--- config.mk ---
export PLATFORM = sky130hd
export DESIGN_NAME = mem_lsu_flat
export DESIGN_NICKNAME = d
export VERILOG_FILES = /design/src/rtl/mem_lsu_pkg.sv /design/src/rtl/mem_lsu_if.sv /design/src/rtl/lsu_align.sv /design/src/rtl/mem_lsu.sv /design/src/flat_wrapper.sv
export SDC_FILE = /design/constraint.sdc
export NUM_CORES = 1
export LEC_CHECK = 0
export ABC_CLOCK_PERIOD_IN_PS = 5800
export CORE_MARGIN = 2
export CORE_UTILIZATION = 52
export CTS_CLUSTER_DIAMETER = 150
export DETAILED_ROUTE_END_ITERATION = 8
export HOLD_SLACK_MARGIN = 0.15
export PLACE_DENSITY = 0.9
export SLEW_MARGIN = 25
export SYNTH_ARGS = -nofsm -noshare
export SYNTH_HDL_FRONTEND = slang
export SYNTH_SLANG_ARGS = --single-unit
--- constraint.sdc ---
create_clock -name clk -period 5.8 [get_ports clk]
set_input_delay 1.16 -clock clk [delete_from_list [all_inputs] [get_ports clk]]
set_output_delay 1.16 -clock clk [all_outputs]
set_load 0.005 [all_outputs]
--- src/rtl/mem_lsu_pkg.sv ---
// Shared types for the load/store unit: access-size encodings and FSM states.
// Pure declarations, no timing.
// No flow control lives here.
package mem_lsu_pkg;

  localparam logic [1:0] SZ_B = 2'b00;
  localparam logic [1:0] SZ_H = 2'b01;
  localparam logic [1:0] SZ_W = 2'b10;
  localparam logic [1:0] SZ_X = 2'b11;

  typedef enum logic [1:0] {
    IDLE = 2'b00,
    RD   = 2'b01,
    WR   = 2'b10,
    RESP = 2'b11
  } state_e;

  // Illegal size or an offset that does not suit the access size.
  function automatic logic misaligned(input logic [1:0] size, input logic [1:0] off);
    return (size == SZ_X) ||
           ((size == SZ_H) && off[0]) ||
           ((size == SZ_W) && (off != 2'b00));
  endfunction

endpackage

--- src/rtl/mem_lsu_if.sv ---
// Requester-side bus of the load/store unit.
// Combinational wiring only.
// Single outstanding access: req is only accepted while busy is low.
interface mem_lsu_if;
  logic        req;
  logic        we;
  logic [1:0]  size;
  logic        uns;
  logic [31:0] addr;
  logic [31:0] wdata;
  logic [31:0] rdata;
  logic        done;
  logic        err;
  logic        busy;

  modport master (output req, we, size, uns, addr, wdata,
                  input  rdata, done, err, busy);
  modport slave  (input  req, we, size, uns, addr, wdata,
                  output rdata, done, err, busy);
endinterface

--- src/rtl/lsu_align.sv ---
// Big-endian byte-lane steering: load extract/extend and sub-word store merge.
// Purely combinational, zero cycles.
// No backpressure; outputs follow inputs.
module lsu_align
  import mem_lsu_pkg::*;
(
  input  logic [1:0]  i_size,
  input  logic        i_uns,
  input  logic [1:0]  i_off,
  input  logic [31:0] i_rword,
  input  logic [31:0] i_wdata,
  output logic [31:0] o_ld,
  output logic [31:0] o_st
);

  logic [7:0]  w_b;
  logic [15:0] w_h;

  // Pick the addressed byte/half (offset 0 is the most significant lane) and extend it.
  always_comb begin
    w_b = 8'h00;
    case (i_off)
      2'd0:    w_b = i_rword[31:24];
      2'd1:    w_b = i_rword[23:16];
      2'd2:    w_b = i_rword[15:8];
      default: w_b = i_rword[7:0];
    endcase
    w_h = i_off[1] ? i_rword[15:0] : i_rword[31:16];
    case (i_size)
      SZ_B:    o_ld = i_uns ? {24'h0, w_b} : {{24{w_b[7]}}, w_b};
      SZ_H:    o_ld = i_uns ? {16'h0, w_h} : {{16{w_h[15]}}, w_h};
      default: o_ld = i_rword;
    endcase
  end

  // Overlay the store data onto the word read back, leaving the other lanes intact.
  always_comb begin
    o_st = i_rword;
    case (i_size)
      SZ_B: begin
        case (i_off)
          2'd0:    o_st[31:24] = i_wdata[7:0];
          2'd1:    o_st[23:16] = i_wdata[7:0];
          2'd2:    o_st[15:8]  = i_wdata[7:0];
          default: o_st[7:0]   = i_wdata[7:0];
        endcase
      end
      SZ_H: begin
        if (i_off[1]) o_st[15:0]  = i_wdata[15:0];
        else          o_st[31:16] = i_wdata[15:0];
      end
      default: o_st = i_wdata;
    endcase
  end

endmodule

--- src/rtl/mem_lsu.sv ---
// Load/store unit: one access at a time against a word-wide memory, sub-word stores by read-modify-write.
// done 1 cycle after acceptance for errors, 2 for loads/word stores, 3 for sub-word stores.
// req is ignored while busy; there is no queueing.
module mem_lsu
  import mem_lsu_pkg::*;
#(
  parameter int MEM_BYTES = 1024
) (
  input  logic        clk,
  input  logic        rst,
  mem_lsu_if.slave    bus,
  output logic [31:0] mem_addr,
  output logic [31:0] mem_wdata,
  output logic        mem_wr,
  input  logic [31:0] mem_rdata
);

  state_e      r_state;
  logic        r_we;
  logic [1:0]  r_size;
  logic        r_uns;
  logic [1:0]  r_off;
  logic [31:0] r_wdata;
  logic [31:0] r_rdata;
  logic        r_done;
  logic        r_err;
  logic [31:0] r_mem_addr;
  logic [31:0] r_mem_wdata;
  logic        r_mem_wr;

  logic        w_bad;
  logic [31:0] w_ld;
  logic [31:0] w_st;

  assign w_bad = misaligned(bus.size, bus.addr[1:0]) || (bus.addr >= 32'(MEM_BYTES));

  lsu_align u_align (
    .i_size  (r_size),
    .i_uns   (r_uns),
    .i_off   (r_off),
    .i_rword (mem_rdata),
    .i_wdata (r_wdata),
    .o_ld    (w_ld),
    .o_st    (w_st)
  );

  // Access sequencer; every output is a flop so the memory sees clean signals.
  always_ff @(posedge clk or negedge rst) begin
    if (!rst) begin
      r_state     <= IDLE;
      r_we        <= 1'b0;
      r_size      <= SZ_B;
      r_uns       <= 1'b0;
      r_off       <= 2'b00;
      r_wdata     <= 32'h0;
      r_rdata     <= 32'h0;
      r_done      <= 1'b0;
      r_err       <= 1'b0;
      r_mem_addr  <= 32'h0;
      r_mem_wdata <= 32'h0;
      r_mem_wr    <= 1'b0;
    end else begin
      r_done <= 1'b0;
      r_err  <= 1'b0;
      case (r_state)
        IDLE: begin
          if (bus.req) begin
            r_we    <= bus.we;
            r_size  <= bus.size;
            r_uns   <= bus.uns;
            r_off   <= bus.addr[1:0];
            r_wdata <= bus.wdata;
            if (w_bad) begin
              r_state <= RESP;
              r_done  <= 1'b1;
              r_err   <= 1'b1;
            end else begin
              r_mem_addr <= {bus.addr[31:2], 2'b00};
              if (bus.we && (bus.size == SZ_W)) begin
                r_state     <= WR;
                r_mem_wdata <= bus.wdata;
                r_mem_wr    <= 1'b1;
              end else begin
                // Loads and sub-word stores both need the current word first.
                r_state <= RD;
              end
            end
          end
        end
        RD: begin
          if (r_we) begin
            r_state     <= WR;
            r_mem_wdata <= w_st;
            r_mem_wr    <= 1'b1;
          end else begin
            r_state <= RESP;
            r_rdata <= w_ld;
            r_done  <= 1'b1;
          end
        end
        WR: begin
          r_state  <= RESP;
          r_mem_wr <= 1'b0;
          r_done   <= 1'b1;
        end
        default: begin
          r_state <= IDLE;
        end
      endcase
    end
  end

  assign bus.rdata = r_rdata;
  assign bus.done  = r_done;
  assign bus.err   = r_err;
  assign bus.busy  = (r_state != IDLE);
  assign mem_addr  = r_mem_addr;
  assign mem_wdata = r_mem_wdata;
  assign mem_wr    = r_mem_wr;

endmodule

--- src/flat_wrapper.sv ---
// flat-port wrapper written by rule: the top's interface ports become plain ports
module mem_lsu_flat import mem_lsu_pkg::*;
#(
  parameter int MEM_BYTES = 1024
)
  (clk, rst, mem_addr, mem_wdata, mem_wr, mem_rdata, bus_req, bus_we, bus_size, bus_uns, bus_addr, bus_wdata, bus_rdata, bus_done, bus_err, bus_busy);
  mem_lsu_if bus_i ();
  input  logic clk;
  input  logic rst;
  output logic [31:0] mem_addr;
  output logic [31:0] mem_wdata;
  output logic mem_wr;
  input  logic [31:0] mem_rdata;
  input wire logic [$bits(bus_i.req)-1:0] bus_req;
  input wire logic [$bits(bus_i.we)-1:0] bus_we;
  input wire logic [$bits(bus_i.size)-1:0] bus_size;
  input wire logic [$bits(bus_i.uns)-1:0] bus_uns;
  input wire logic [$bits(bus_i.addr)-1:0] bus_addr;
  input wire logic [$bits(bus_i.wdata)-1:0] bus_wdata;
  output wire logic [$bits(bus_i.rdata)-1:0] bus_rdata;
  output wire logic [$bits(bus_i.done)-1:0] bus_done;
  output wire logic [$bits(bus_i.err)-1:0] bus_err;
  output wire logic [$bits(bus_i.busy)-1:0] bus_busy;
  assign bus_i.req = bus_req;
  assign bus_i.we = bus_we;
  assign bus_i.size = bus_size;
  assign bus_i.uns = bus_uns;
  assign bus_i.addr = bus_addr;
  assign bus_i.wdata = bus_wdata;
  assign bus_rdata = bus_i.rdata;
  assign bus_done = bus_i.done;
  assign bus_err = bus_i.err;
  assign bus_busy = bus_i.busy;
  mem_lsu #(.MEM_BYTES(MEM_BYTES)) u_core (.clk(clk), .rst(rst), .bus(bus_i), .mem_addr(mem_addr), .mem_wdata(mem_wdata), .mem_wr(mem_wr), .mem_rdata(mem_rdata));
endmodule
=== After elaboration in Yosys (flattened, before gate mapping) ===
Index checks and enable logic that the tools add are counted.

* Register bits after elaboration: 137
* Output and inout port bits: 100
* Logic and storage cells: 78

* Reductions and logical operators: 19
* $lt $le $gt $ge: 1
* Bitwise operators: 2
* Mux-type cells: 32
* Equal/unequal tests: 12

{| class="wikitable"
|+ Operators with widths
! operator !! number
|-
| $mux 32 || 6
|-
| $pmux 32 s2 || 3
|-
| $mux 16 || 3
|-
| $ge 32x11->1 const B || 1
|-
| $mux 8 || 4
|-
| $pmux 8 s3 || 1
|-
| $reduce_and 5->1 || 2
|-
| $mux 1 || 9
|-
| $eq 2x1->1 const B || 4
|-
| $eq 2x2->1 const B || 4
|-
| $logic_not 2->1 || 3
|-
| $mux 2 || 3
|-
| $pmux 1 s3 || 2
|-
| $pmux 2 s3 || 1
|-
| $reduce_bool 2->1 || 3
|-
| $ne 2x1->1 const B || 2
|-
| $ne 2x2->1 const B || 2
|-
| $reduce_and 2->1 || 2
|-
| $logic_and 1x1->1 || 3
|-
| $logic_or 1x1->1 || 3
|-
| $reduce_and 3->1 || 1
|-
| $reduce_bool 3->1 || 1
|-
| $reduce_or 3->1 || 1
|-
| $not 1->1 || 2
|}

=== Longest topological paths before layout ===
Gate-level depths: netlist (run 1).

* Depth in word-level cells: 8
* Depth in mapped cells: 8
* Mapped depth without buffers: 6

=== Cells and area by module ===
A second synthesis (run 1) with hierarchy kept.

* Cell total of the unflattened synthesis: 718
* Area, all modules: 7945.1 um2

{| class="wikitable"
|+ Modules (own cells, without submodules)
! module !! area an instance (um2) !! seq. area each (um2) !! cells an instance !! instances
|-
| mem_lsu || 6202.2 || 3428.3 || 474 || 1
|-
| lsu_align || 1742.9 || 0.0 || 244 || 1
|}

=== Least setup slack after synthesis (run 1) ===
OpenSTA, ideal clock, no wires.

* Path kind: input to register
* Start: input port bus_addr[23]
* End: register u_core.r_mem_wdata[10] (netlist: u_core.mem_wdata[10])
* Data arrival time: 2.774 ns
* Setup time: 0.125 ns
* Path slack: 2.901 ns
* Data required time: 5.675 ns
* Buffers on the path: 1
* Stages: 6
* Path through: or4_4 nor3_4 o211ai_4 o22ai_4 buf_12 mux2_4

* Cells in the longest elaborated chain, start to end: 4

{| class="wikitable"
|+ RTL lines
! item !! RTL line !! text
|-
| start: declaration || flat_wrapper.sv:18 || <nowiki>input wire logic [$bits(bus_i.addr)-1:0] bus_addr;</nowiki>
|-
| $ge 32x11->1 || mem_lsu.sv:35 || <nowiki>assign w_bad = misaligned(bus.size, bus.addr[1:0]) || (bus.addr >= 32'(MEM_BYTES));</nowiki>
|-
| $logic_or 1x1->1 || mem_lsu.sv:35 ||
|-
| $ne 2x2->1 (no line) || -- ||
|-
| $reduce_and 5->1 (no line) || -- ||
|-
| end signal: assignment || mem_lsu.sv:81 || <nowiki>r_mem_wdata <= bus.wdata;</nowiki>
|-
| end signal: assignment || mem_lsu.sv:93 || <nowiki>r_mem_wdata <= w_st;</nowiki>
|-
| end: declaration || mem_lsu.sv:28 || <nowiki>logic [31:0] r_mem_wdata;</nowiki>
|}

Every way passes these cells.
A chain may end at the register's enable or synchronous reset.

=== Worst setup path after layout (run 1) ===
* Start: input port bus_addr[23]
* End: register u_core.r_mem_wdata[1] (netlist: u_core.mem_wdata[1])

Same word-level chain as after synthesis.

==> results of run 1 <==
-- worst max-delay path, delay by kind of cell --
family                 cells  cell delay, ns
multiplexers               1            0.41
AND/OR/NAND/NOR            2            0.70
buffers and inverters      2            0.90
AO/OA/AOI/OAI              2            0.37
-- worst max-delay path by stage --
stage | end | slack (ns) | depth (start not counted)
after floorplan | u_core.mem_wdata[10]$_DFFE_PN0P_ | 2.90 | 6
after global placement | u_core.mem_addr[7]$_DFFE_PN0P_ | 2.01 | 6
after detailed placement | u_core.mem_addr[2]$_DFFE_PN0P_ | 1.86 | 6
after CTS | u_core.mem_addr[2]$_DFFE_PN0P_ | 2.30 | 6
after global routing | u_core.mem_wdata[0]$_DFFE_PN0P_ | 2.47 | 7
final | u_core.mem_wdata[1]$_DFFE_PN0P_ | 2.51 | 7
-- registers in the layout, indices dropped and copies added, names as in the netlist, 2 cells and up --
| name | count |
|---|---|
| u_core.r_state | 2 |
| u_core.r_off | 2 |
| u_core.r_size | 2 |
| u_core.mem_addr | 30 |
| u_core.r_wdata | 32 |
| u_core.mem_wdata | 32 |
| u_core.bus.rdata | 32 |
-- where the power goes --
part	total [mW]	internal, mW	leakage, nW	switching (mW)
registers	1.70	1.33	1.69	0.370
clock network	1.09	0.698	0.285	0.396
logic	2.40	1.35	2.24	1.04
-- placed cells by master, fill, tap and decap left out, types with 2 or more instances in the layout --
cell,netlist,final
dfrtp_1,137,137
mux2_2,90,90
o21ai_0,11,11
clkbuf_1,27,6
a22o_1,8,8
mux2_4,30,30
nand2_1,38,38
ha_1,5,4
bufinv_16,0,3
clkbuf_16,0,17
nor2_1,51,50
nand3_1,33,33
a22oi_1,15,15
inv_1,8,8
clkbuf_8,3,2
buf_4,3,10
a21oi_1,38,38
a2bb2oi_1,6,6
nor3_1,4,4
nor2b_1,26,25
clkinv_2,0,2
conb_1,1,2
a21o_1,3,3
a222oi_1,16,16
nor4_1,4,4
mux2i_1,14,14
a31oi_1,16,16
clkdlybuf4s50_1,0,199
-- layer usage --
layer	global-route usage	vias to the layer above	part of all wire
met3	0.0976	80	0.090
met2	0.491	335	0.48
met5	0	-	0
met1	0.365	2898	0.38
met4	0.156	0	0.044
li1	-	2626	-
-- cell families (layout without fill, tap and decap cells) --
family,count (synthesis),in the layout,share of synthesized area
adder cells (fa/ha/maj),5,5,0.00881
AO/OA/AOI/OAI,122,122,0.122
other,1,2,0.000528
buffers and inverters,57,250,0.0457
AND/OR/NAND/NOR,166,166,0.111
multiplexers,135,135,0.229
flip-flops,137,137,0.483
-- layout make-up --
| type | count | area [um^2] | area share |
|---|---|---|---|
| clock buffer | 25 | 475 | 0.0489 |
| sequential | 137 | 3430 | 0.352 |
| clock inverter | 7 | 116 | 0.0120 |
| multi-input combinational | 430 | 3360 | 0.346 |
| timing repair buffer | 210 | 2090 | 0.215 |
| inverter | 8 | 30.0 | 0.00309 |
| tap | 176 | 220 | 0.0226 |
==> results.yml, run 1 <==
worst_setup_path:
  reg2reg_from: "u_core.r_state[1]$_DFFE_PN0P_"
  cpMaxStageDelayCell: "or4_4"
  start_kind: "input port"
  r2r_end: "u_core.mem_wdata[1]$_DFFE_PN0P_"
  cp-end-kind: "flip-flop"
  slowest_delay_ns: 0.54
  cp.required_ns: 6.10
  cp.arrival_ns: 3.59
  regToRegSetupSlack_ns: 2.88
  critPathLaunch: "bus_addr[23]"
  cp_cell_sequence: "clkdlybuf4s50_1, or4_4, nor3_4, o211ai_4, o22ai_4, buf_4, mux2_2"
  cp_max_fo: 32
  path_class: "in -> reg"
  ff2ff_path_depth: 8
power_and_ir_drop:
  ir_drop_mv: 0.237
  p_leak_nw: 4.22
  p_per_area_nw_per_um2: 534
  power_mw: 5.19
synthesis:
  yosys-top-cells-count: "137 x dfrtp_1, 90 x mux2_2, 51 x nor2_1"
  seq_area_frac_synth: 0.483
  syn_inst: 623
  synth_top_cell_by_area: "dfrtp_1"
  synth_edf_count: 0
  async_reset_ff_frac: 1.00
  ys_warn_count: 0
  synth_flop_cell: "dfrtp_1"
  synth_cell_type_count: 49
  netlist_top_cells_area: "dfrtp_1 48%, mux2_2 14%, mux2_4 6.3%"
  syn_area_per_cell_um2: 11.4
  netlist_area_um2: 7100
  synth_most_common_cell: "dfrtp_1"
  synth-seq-cells: 137
  synth.top_cell.area_share: 0.483
sta:
  worst_slack_ns: 2.51
  holdWs_ns: 0.479
  maxSlewViolCount: 0
  rsz0062_at_grt: "false"
  maxSlewHeadroom: 0.426
  hold_viol_final: 0
  fmax_ghz: 0.304
  setup_viol_count_final: 0
  fin_skew_ns: 0.0114
  worst-slew-pin-transition_ns: 0.861
  fin_crit_sh: 0.567
  period_minus_slack_ns: 3.29
  setup_tns_ns: 0
cells_and_area:
  area_growth_pct: 37.0
  design_area_um2: 9730
  nFillCells: 897
  layout-drive-gt1-share: 0.204
  num-nets-final: 912
  final_cells: 993
  insertedDiodeCount: 0
  final_core_util: 0.732
die:
  die_width_um: 121
  die_h_um: 121
  coreArea_um2: 13300
  start_util: 0.534
  num_rows: 42
  fp.dieArea_um2: 14600
  ios: 203
clock_tree:
  cts_made_buffers: 17
  cts_setup_buffers: 0
  cts_resized: 0
  cts.clk_slew.worst_paths_ns: 0.06
  cts_tree: "built"
  cts.sinks: 137
  cts_root_buffer: "clkbuf_16"
  hold_buffers: 0
  cts_buffer_depth: 2
  clk_latency_ns: 0.43
  h-tree-depth: 4
placement:
  routabilityCongestion: 0.904
  postPlaceCellArea_um2: 9130
  port_buffers: 200
  place_hpwl_mm: 15.4
  post-place-ws_ns: 1.86
  dp_cells: 961
outcome:
  status: "complete, but fails checks"
  violations: "DRC"
detailed_routing:
  drtIter0Drc: 545
  wirelength_mm: 21.6
  drc_errors: 2
  wl_per_cell_um: 21.7
  firstDrtPassIters: 9
  num_vias: 5939
  viasPerCell: 5.98
  ant_nets: 0
global_route:
  grt_max_degree: 55
  grt.overflow.total: 0
  grt_pass1_wl_mm: 33.9
  antenna_found_initial: 0
  grt_usage: 0.304
  grt_pass1_vias: 6285
job:
  cap_viol_max_count: 0
hold_path:
  hold_start: "u_core.bus.rdata[3]$_DFFE_PN0P_"
  hold_path_class: "reg -> reg"
  min_path_cells: 2
  holdPathEnd: "u_core.bus.rdata[3]$_DFFE_PN0P_"
Note: power is estimated with default switching activity, not from simulation.
==> run 2, diff against run 1 <==
- ABC_CLOCK_PERIOD_IN_PS: 5800 -> 3100
- CORE_UTILIZATION: 52 -> 48
- PLACE_DENSITY: 0.9 -> 0.84
- clock period: 5.8 -> 3.1 ns (I/O delays scaled with it)
==> run 2 against run 1 <==
Effect of this change:
- the flow now finishes without violations
- setup slack worse by 2.0 ns
- sequential share of layout area is 0.48 points lower
- clock power is 110% higher
- sequential cell count stayed put
- die area is 8.1% higher
- worst hold slack worse by 0.20 ns
- via count is 2.1% lower
- critical path depth is 3 lower
- total power is 91% higher
==> results.yml, run 2 (synthesis results as in run 1) <==
power_and_ir_drop:
  netSwitchingFraction: 0.340
  p_int_mw: 6.56
  ir_drop_mv: 0.550
  p_per_area_nw_per_um2: 1010
  p_leak_nw: 4.28
  p_sw_mw: 3.38
  power_mw: 9.93
  p_clk_frac: 0.230
  combPwrFrac: 0.460
  seqPwrFrac: 0.310
clock_tree:
  cts_root_buffer: "clkbuf_16"
  cts_tree: "built"
  cts_resized: 0
  cts.sinks: 137
  cts_made_buffers: 17
  h-tree-depth: 4
  cts_setup_buffers: 0
  clk_latency_ns: 0.42
  hold_buffers: 0
  cts.clk_slew.worst_paths_ns: 0.06
  cts_buffer_depth: 2
cells_and_area:
  final_cells: 1007
  seqCellArea_um2: 3430
  layout-drive-gt1-share: 0.216
  multi_input_area_um2: 3360
  nFillCells: 1063
  final_cell_mix: "199 x clkdlybuf4s50_1, 137 x dfrtp_1, 90 x mux2_2, 50 x nor2_1"
  area_growth_pct: 38.9
  final_common_cell: "clkdlybuf4s50_1"
  num-nets-final: 918
  insertedDiodeCount: 0
hold_path:
  hold_path_class: "in -> async"
die:
  start_util: 0.490
  die_width_um: 126
  coreArea_um2: 14500
  num_rows: 44
  ios: 203
  die_h_um: 126
  fp.dieArea_um2: 15800
global_route:
  grt_pass1_wl_mm: 33.5
  antenna_found_initial: 0
  grt_pass1_vias: 6110
  grt_max_degree: 65
  grt.overflow.total: 0
  grt_usage: 0.270
worst_setup_path:
  cp_max_fo: 12
  cp.required_ns: 2.48
  path_class: "reg -> out"
  cp-end-kind: "output port"
  start_kind: "flip-flop"
  cp.arrival_ns: 1.98
sta:
  holdWs_ns: 0.276
  maxSlewHeadroom: 0.482
  worst-slew-pin-transition_ns: 0.777
  period_minus_slack_ns: 2.60
  hold_viol_final: 0
  setup_viol_count_final: 0
  worst_slack_ns: 0.501
  maxSlewViolCount: 0
  fmax_ghz: 0.385
  setup_tns_ns: 0
  fin_skew_ns: 0.00704
  fin_crit_sh: 0.838
  rsz0062_at_grt: "false"
detailed_routing:
  viasPerCell: 5.77
  num_vias: 5814
  wl_per_cell_um: 21.2
  ant_nets: 0
  drtIter0Drc: 491
  firstDrtPassIters: 8
  wirelength_mm: 21.3
  drc_errors: 0
outcome:
  status: "complete, no violations"
job:
  cap_viol_max_count: 0
placement:
  place_hpwl_mm: 15.0
  dp_cells: 975
  routabilityCongestion: 0.885
  post-place-ws_ns: 0.179
  port_buffers: 200
## run 2: cell count changes in the layout (fill, tap and decap cells not counted), moves of 2 or more
cell / change
clkbuf_1: -5
clkbuf_8: +2
buf_12: +2
buf_4: +5
bufinv_16: +2
## run 2: worst paths after layout
path	from	end	slack [ns]	depth (start not counted)
worst max-delay path	u_core.r_state[1]$_DFFE_PN0P_	bus_busy	0.50	4
worst min-delay path	rst	u_core.mem_addr[8]$_DFFE_PN0P_	0.28	1
worst max register to register	u_core.r_off[0]$_DFFE_PN0P_	u_core.mem_wdata[17]$_DFFE_PN0P_	0.63	5
worst min register to register	u_core.bus.rdata[6]$_DFFE_PN0P_	u_core.bus.rdata[6]$_DFFE_PN0P_	0.48	1
max in group asynchronous	rst	u_core.bus.rdata[17]$_DFFE_PN0P_	2.05	2
min in group clk	u_core.bus.rdata[6]$_DFFE_PN0P_	u_core.bus.rdata[6]$_DFFE_PN0P_	0.48	1
## run 2: per-stage QoR
stage	utilization	area [um^2]
finish	0.681	9860
global route	0.681	9860
detailed placement	0.635	9190
global placement	0.635	9190
CTS	0.681	9860
floorplan	-	7100
## run 2: routing by layer
metal / part of all wire / track usage / wire, um / vias up
met5: 0 / 0 / 0 / -
met4: 0.014 / 0.0680 / 294 / 0
met3: 0.079 / 0.0903 / 1670 / 26
met2: 0.50 / 0.451 / 10600 / 260
met1: 0.41 / 0.338 / 8690 / 2887
li1: - / - / - / 2641
## run 2: critical path: stages (launching register included)
cell             delay [ns]
dfrtp_1                0.44
inv_1                  0.12
ha_1                   0.44
inv_1                  0.09
clkdlybuf4s50_1        0.48
## run 2: power groups by stage
stage	registers (mW)	logic (mW)	clock network (mW)
6_report	3.08	4.57	2.28
5_1_grt	3.15	4.94	2.38
4_1_cts	3.06	4.58	2.30
3_5_place_dp	3.06	4.54	0
3_3_place_gp	3.04	4.40	0
2_1_floorplan	2.93	2.93	0
## run 2: cell type report
| type | instances | area share |
|---|---|---|
| flip-flops and latches | 137 | 0.348 |
| multi-input cells | 430 | 0.340 |
| repair buffers | 216 | 0.217 |
| clock buffers | 22 | 0.0491 |
| well taps | 184 | 0.0233 |
| clock inverters | 10 | 0.0190 |
| inverters | 8 | 0.00304 |
